===== config.mk =====
export PLATFORM = sky130hd
export DESIGN_NAME = instruction_fetch_stage
export DESIGN_NICKNAME = d
export VERILOG_FILES = /design/src/rtl/instruction_fetch_stage.sv
export SDC_FILE = /design/constraint.sdc
export NUM_CORES = 1
export LEC_CHECK = 0
export ABC_AREA = 1
export BUFFER_PORTS_ARGS = -buffer_cell sky130_fd_sc_hd__buf_2
export CORE_ASPECT_RATIO = 0.6
export CORE_UTILIZATION = 53
export CTS_BUF_LIST = sky130_fd_sc_hd__clkbuf_16
export DETAILED_ROUTE_END_ITERATION = 16
export GPL_ROUTABILITY_DRIVEN = 0
export PLACE_DENSITY = 0.93
export SKIP_LAST_GASP = 1
export SLEW_MARGIN = 20
export SYNTH_ARGS = -nofsm -noshare
export SYNTH_HDL_FRONTEND = slang
export SYNTH_SLANG_ARGS = --single-unit
export TNS_END_PERCENT = 10

===== constraint.sdc =====
create_clock -name Clk -period 5.8 [get_ports Clk]
set_clock_uncertainty 0.1 [all_clocks]
set_input_delay 0.58 -clock Clk [delete_from_list [all_inputs] [get_ports Clk]]
set_output_delay 0.58 -clock Clk [all_outputs]
set_load 0.01 [all_outputs]

===== src/rtl/instruction_fetch_stage.sv =====
// Instruction fetch stage: owns the PC, drives InstructionMemory and fills the IF/ID register.
// Optional FETCH_PERF_CNT_EN adds saturating FetchCount/StallCount outputs.
module instruction_fetch_stage #(
    parameter logic [31:0] RESET_VEC  = 32'h00000000,
    parameter int unsigned IMEM_WORDS = 256,
    parameter logic [31:0] NOP_INST   = 32'h00000000
) (
    input  logic        Clk,
    input  logic        Rst,
    input  logic        Stall,
    input  logic        Branch,
    input  logic [31:0] BranchTarget,
    input  logic        Jump,
    input  logic [31:0] JumpTarget,
    input  logic [31:0] Inst,
    output logic [31:0] Addr,
    output logic [31:0] Inst_ID,
    output logic [31:0] PCPlus4_ID,
    output logic        Valid_ID,
`ifdef FETCH_PERF_CNT_EN
    output logic [31:0] FetchCount,
    output logic [31:0] StallCount,
`endif
    output logic        AddrErr
);

    localparam logic [31:0] PC_LIMIT = 32'(IMEM_WORDS * 4);

    typedef enum logic {BOOT, RUN} state_t;

    state_t      state, state_next;
    logic [31:0] pc;
    logic [31:0] pc_plus4;
    logic        in_range;

    logic        do_redirect;
    logic [31:0] redirect_tgt;
    logic        do_advance;
    logic        do_load;
    logic        do_oor;
    logic        do_stall;
    logic        misaligned;

    assign Addr     = pc;
    assign pc_plus4 = pc + 32'd4;
    assign in_range = (pc < PC_LIMIT);

    always_ff @(posedge Clk or posedge Rst) begin
        if (Rst) state <= BOOT;
        else     state <= state_next;
    end

    always_comb begin
        state_next = state;
        case (state)
            BOOT:    state_next = RUN;
            RUN:     state_next = RUN;
            default: state_next = BOOT;
        endcase
    end

    // Branch beats Jump beats Stall; BOOT ignores all control inputs.
    always_comb begin
        do_redirect  = 1'b0;
        redirect_tgt = '0;
        do_advance   = 1'b0;
        do_load      = 1'b0;
        do_oor       = 1'b0;
        do_stall     = 1'b0;
        if (state == RUN) begin
            if (Branch) begin
                do_redirect  = 1'b1;
                redirect_tgt = BranchTarget;
            end else if (Jump) begin
                do_redirect  = 1'b1;
                redirect_tgt = JumpTarget;
            end else if (Stall) begin
                do_stall = 1'b1;
            end else begin
                do_advance = 1'b1;
                do_load    = in_range;
                do_oor     = ~in_range;
            end
        end
    end

    assign misaligned = do_redirect && (redirect_tgt[1:0] != 2'b00);

    always_ff @(posedge Clk or posedge Rst) begin
        if (Rst) begin
            pc         <= RESET_VEC;
            Inst_ID    <= NOP_INST;
            PCPlus4_ID <= '0;
            Valid_ID   <= 1'b0;
            AddrErr    <= 1'b0;
        end else begin
            if (do_redirect) begin
                pc       <= {redirect_tgt[31:2], 2'b00};
                Inst_ID  <= NOP_INST;
                Valid_ID <= 1'b0;
            end else if (do_advance) begin
                pc         <= pc_plus4;
                PCPlus4_ID <= pc_plus4;
                Inst_ID    <= do_load ? Inst : NOP_INST;
                Valid_ID   <= do_load;
            end
            if (misaligned || do_oor) AddrErr <= 1'b1;
        end
    end

`ifdef FETCH_PERF_CNT_EN
    always_ff @(posedge Clk or posedge Rst) begin
        if (Rst) begin
            FetchCount <= '0;
            StallCount <= '0;
        end else begin
            if (do_load && (FetchCount != '1)) FetchCount <= FetchCount + 32'd1;
            if (do_stall && (StallCount != '1)) StallCount <= StallCount + 32'd1;
        end
    end
`endif

endmodule


==> flow_summary.yaml, run 1 <==
place:
  dp_cells: 997
  placed_cell_area_sq_um: 6080
  hpwlAfterDp_mm: 10.7
  port_buffers: 194
  post-place-ws_ps: 1990
setup_path:
  cp.required_ps: 5970
  crit_arrival_ps: 3690
  endpoint_kind: "flop"
  cp-startpoint: "state"
  reg2reg_from: "state"
  crit_path_start_kind: "flop"
  path_max_fanout: 57
  critPathKind: "reg2reg"
grt:
  grt_start_max_net_pins: 77
  grt_pass1_wl_mm: 23.8
  antenna_found_initial: 0
  overflow: 0
  grtUsageTotal_pct: 31.1
  grt_pass1_vias: 4772
  gr-usage-met2_pct: 45.0
  top_usage_layer: "met1"
  gr-usage-met1_pct: 45.7
  gr-usage-met3_pct: 7.98
clocking:
  cts_tree: "built"
  cts_setup_buffers: 0
  cts_sinks: 95
  cts-buffers-inserted: 9
  clk_latency_ps: 330
  htree_levels: 3
  clk_pin_slew_ps: 70
  cts-root-buf: "clkbuf_16"
  cts.path.max_buffers: 2
  postCtsHoldBufs: 0
  cts_resized: 0
die:
  die_area_sq_um: 10100
  start_util_pct: 55.2
  rows: 27
  die_y_microns: 78.2
  die_x_microns: 129
  core-area_sq_um: 9290
  boundaryPins: 199
sta:
  fin_crit_sh_pct: 60.8
  setup_slack_ps: 2270
  final_max_slew_viol_count: 0
  hold_ws_ps: 76.2
  slew_headroom_pct: 29.0
  rsz0062_at_grt: "no"
  setup-tns-final_ps: 0
  hold_viol: 0
  finalSetupViolations: 0
  fmax_mhz: 284
  tightestPinTransition_ps: 1060
  finalCriticalPeriod_ps: 3530
layout:
  nNetsFinal: 980
  drive_gt1_share_pct: 27.0
  utilization_pct: 69.1
  antennaDiodeCount: 0
  design_area_sq_um: 6420
  fin_cells: 1013
  syn_to_final_growth_pct: 25.2
outcome:
  status: "finished clean"
pwr:
  power_density_nw_per_um2: 290
  peakVddDrop_v: 0.000184
  finalPower_mw: 1.86
  leakage_nw: 3.73
detailed_routing:
  drt_iter0_markers: 410
  num_vias: 5240
  wl_per_cell_microns: 14.5
  first_pass_iters: 6
  route.detailed.drc: 0
  ant_nets: 0
  routed_via_density: 5.17
  wl_mm: 14.7
synth:
  ys_types: 35
  yosysSeqAreaShare_pct: 46.3
  yosysWarningCount: 0
  synth_cells: 704
  ys_seq_elements: 95
  synth-edff-count: 0
  syn_avg_cell_area_sq_um: 7.29
  async_flop_share_pct: 100
  ys.flop_type: "dfrtp_1"
  netlist_area_sq_um: 5130
worst_hold_path:
  min_path_type: "in2async"
run:
  max-cap-violations: 0
## report_power, final
| part | internal (mW) | total [mW] | switching (mW) |
|---|---|---|---|
| Sequential | 0.740 | 0.822 | 0.0823 |
| Clock | 0.419 | 0.660 | 0.241 |
| Combinational | 0.148 | 0.377 | 0.229 |
| Total | 1.31 | 1.86 | 0.553 |
## critical path: stages (launching register included)
cell     delay, ps
dfrtp_1        730
nand3_1        250
buf_4          420
inv_2          500
nor2_4         310
buf_4          490
inv_1          250
o21ai_0        210
inv_1           70
nand2_1         70
## placed cells by master, fill, tap and decap left out, types with 3 or more instances in the layout
cell	count
nand2_1	320
nand4_1	6
dfrtp_1	95
clkbuf_16	9
nor3_1	6
o21ai_0	10
inv_2	3
buf_4	4
nand3_1	106
o211ai_1	3
a21oi_1	5
inv_1	33
nor2_1	33
buf_2	194
xor2_1	8
nor3_2	5
nand2_2	5
o21ai_1	4
conb_1	5
nor2_2	6
bufinv_16	3
## flip-flops by register name, indices dropped and copies added (netlist names)
register	count
Inst_ID	32
state	1
Addr	30
PCPlus4_ID	30
Valid_ID	1
AddrErr	1
## synthesized netlist by cell type, drive strengths merged, types with 2 or more instances
cell type / count / share of area [%]
nand2: 325 / 24
xor2: 8 / 1.4
a22o: 2 / 0.34
nor3: 11 / 1.6
nand3: 107 / 11
nand4: 6 / 0.73
buf: 26 / 3.5
o21ai: 15 / 1.7
clkbuf: 12 / 0.88
nor2: 42 / 4.0
o211ai: 3 / 0.44
dfrtp: 95 / 46
xnor2: 2 / 0.34
a21oi: 5 / 0.49
inv: 36 / 2.6
conb: 2 / 0.15
## area by class of cell
type	instances	area (sq um)
fill	772	2870
multi-input combinational	538	2410
sequential	95	2380
timing repair buffer	198	1000
clock buffer	9	225
tap	130	163
inverter	36	138
clock inverter	7	111
## final timing paths
check | to | slack (ps) | cells past startpoint
min in group Clk | Inst_ID[28] | 360 | 3
worst min register to register | Inst_ID[26] | 370 | 2
max in group asynchronous | Addr[3] | 4320 | 3
worst max register to register | Addr[21] | 2270 | 9
worst min-delay path | Inst_ID[2] | 80 | 2
worst max-delay path | Addr[21] | 2270 | 9
## metal layers
metal	up-vias	share of wire [%]
li1	2568	-
met1	2375	47
met2	284	42
met3	13	10
met4	0	1.1
met5	-	0
## cell families (layout without fill, tap and decap cells)
kind of cell    count (synthesis)  in the layout  synth area share, %
fa+ha+maj                       1              1                0.244
xor+xnor                       10             10                 1.71
compound gates                 28             28                 3.37
simple gates                  494            494                 41.2
buf+inv                        74            250                 6.98
other cells                     2              5                0.146
flops                          95             95                 46.3
Power figures use the tool's default switching activity.
==> inputs of run 2 (changes only) <==
--- a/config.mk
+++ b/config.mk
@@ -8,11 +8,11 @@
 export ABC_AREA = 1
 export BUFFER_PORTS_ARGS = -buffer_cell sky130_fd_sc_hd__buf_2
 export CORE_ASPECT_RATIO = 0.6
-export CORE_UTILIZATION = 53
+export CORE_UTILIZATION = 45
 export CTS_BUF_LIST = sky130_fd_sc_hd__clkbuf_16
 export DETAILED_ROUTE_END_ITERATION = 16
 export GPL_ROUTABILITY_DRIVEN = 0
-export PLACE_DENSITY = 0.93
+export PLACE_DENSITY = 0.85
 export SKIP_LAST_GASP = 1
 export SLEW_MARGIN = 20
 export SYNTH_ARGS = -nofsm -noshare
==> constraint.sdc (replaced) <==
create_clock -name Clk -period 3.15 [get_ports Clk]
set_clock_uncertainty 0.1 [all_clocks]
set_input_delay 0.315 -clock Clk [delete_from_list [all_inputs] [get_ports Clk]]
set_output_delay 0.315 -clock Clk [all_outputs]
set_load 0.01 [all_outputs]
==> run 2 against run 1 <==
  * Via count increased by 2.4%
  * First-iteration DRC count increased by 15%
  * Sequential cell count unchanged
==> flow_summary.yaml, run 2 (synthesized netlist as in run 1, its figures left out) <==
grt:
  grtUsageTotal_pct: 26.9
  antenna_found_initial: 0
  grt_start_max_net_pins: 59
  grt_pass1_vias: 4770
  grt_pass1_wl_mm: 24.8
  overflow: 0
layout:
  regMostFlops: "Inst_ID"
  layout_commonest_cell: "nand2_1"
  largest_reg_flops: 32
  antennaDiodeCount: 0
  syn_to_final_growth_pct: 25.0
  layout_common_cells: "320 x nand2_1, 194 x buf_2, 106 x nand3_1, 95 x dfrtp_1"
  drive_gt1_share_pct: 27.3
  nNetsFinal: 984
  fillers: 992
clocking:
  htree_levels: 3
  cts-root-buf: "clkbuf_16"
  cts_tree: "built"
  clk_latency_ps: 340
  cts_sinks: 95
  cts_setup_buffers: 0
  cts_resized: 0
  clk_pin_slew_ps: 60
  cts.path.max_buffers: 2
  cts-buffers-inserted: 9
  postCtsHoldBufs: 0
detailed_routing:
  num_vias: 5367
  wl_mm: 15.1
  routed_via_density: 5.23
  routed.top_layer: "met4"
  drt_iter0_markers: 470
  wl_met2_mm: 5.99
  first_pass_iters: 5
  route.detailed.drc: 0
  route.met3.wl_mm: 1.86
  wl_met1_mm: 7.17
  ant_nets: 0
  wl_per_cell_microns: 14.7
run:
  max-cap-violations: 0
die:
  core-area_sq_um: 10800
  start_util_pct: 47.4
  die_y_microns: 84.7
  die_x_microns: 140
  die_area_sq_um: 11800
  rows: 29
  boundaryPins: 199
outcome:
  status: "finished clean"
pwr:
  peakVddDrop_v: 0.000252
  power_density_nw_per_um2: 501
  leakage_nw: 3.72
sta:
  finalCriticalPeriod_ps: 2090
  hold_ws_ps: 4.49
  finalSetupViolations: 0
  slew_headroom_pct: 34.4
  tightestPinTransition_ps: 984
  fmax_mhz: 479
  hold_viol: 0
  rsz0062_at_grt: "no"
  fin_crit_sh_pct: 66.2
  final_max_slew_viol_count: 0
  setup_slack_ps: 1060
  setup-tns-final_ps: 0
setup_path:
  rr_endpoint: "Addr[20]"
  crit_path_start_kind: "flop"
  crit_arrival_ps: 2260
  endpoint_kind: "flop"
  critPathKind: "reg2reg"
  reg2reg_from: "state"
  path_max_fanout: 56
  cp.required_ps: 3320
  r2r_cells: 5
  r2r_slack_ps: 1060
place:
  port_buffers: 194
  post-place-ws_ps: 880
  hpwlAfterDp_mm: 11.5
worst_hold_path:
  min_path_type: "in2async"
==> run 2: changes by cell type in the layout (fill, tap and decap cells not counted) <==
cell / previous run / this run
clkinvlp_4: 0 / 2
bufinv_16: 3 / 0
buf_4: 4 / 7
clkinv_2: 1 / 0
clkinv_4: 0 / 2
buf_12: 0 / 1
==> run 2: per-stage QoR <==
stage | area, sq um | cells | total power [mW] | util (%)
detailed placement | 6140 | 1010 | 2.23 | 56.8
global placement | 6140 | 1010 | 2.22 | 56.8
finish | 6410 | 1026 | 3.21 | 59.3
floorplan | 5140 | 707 | 1.91 | -
CTS | 6410 | 1026 | 3.25 | 59.3
global route | 6410 | 1026 | 3.40 | 59.3
==> run 2: metal layers <==
| metal | track usage, % | up-vias |
|---|---|---|
| met1 | 41.4 | 2429 |
| met4 | 5.29 | 0 |
| li1 | - | 2588 |
| met5 | 0 | - |
| met2 | 38.1 | 339 |
| met3 | 6.33 | 11 |
==> run 2: how the worst max path moves through the flow <==
stage | start | end | slack [ps] | depth (start not counted)
detailed placement | Branch | AddrErr | 880 | 6
global route | state | Addr[20] | 870 | 5
CTS | state | Addr[4] | 1100 | 6
global placement | Branch | AddrErr | 960 | 6
floorplan | Rst | AddrErr | 260 | 1
finish | state | Addr[20] | 1060 | 5
==> run 2: power breakdown <==
group	switching, mW	leakage, nW	internal (mW)	total, mW
clock network	0.464	0.131	0.535	0.999
registers	0.152	1.23	1.36	1.51
logic	0.422	2.36	0.278	0.699
total	1.04	3.72	2.17	3.21
==> run 2: final cells by class <==
type                            instances  area (sq um)  share of cell area (%)
Clock inverter                          7          48.8                   0.761
Tap cell                              139           174                    2.71
Sequential cell                        95          2380                    37.1
Timing Repair Buffer                  202          1040                    16.3
Inverter                               36           138                    2.15
Multi-Input combinational cell        538          2410                    37.5
Clock buffer                            9           225                    3.51
==> run 2: worst max-delay path, cell delays in order (launching register included) <==
cell and delay, ps:
dfrtp_1 670, nand3_1 200, inv_2 130, buf_4 520
nand3_1 250, nand3_1 130
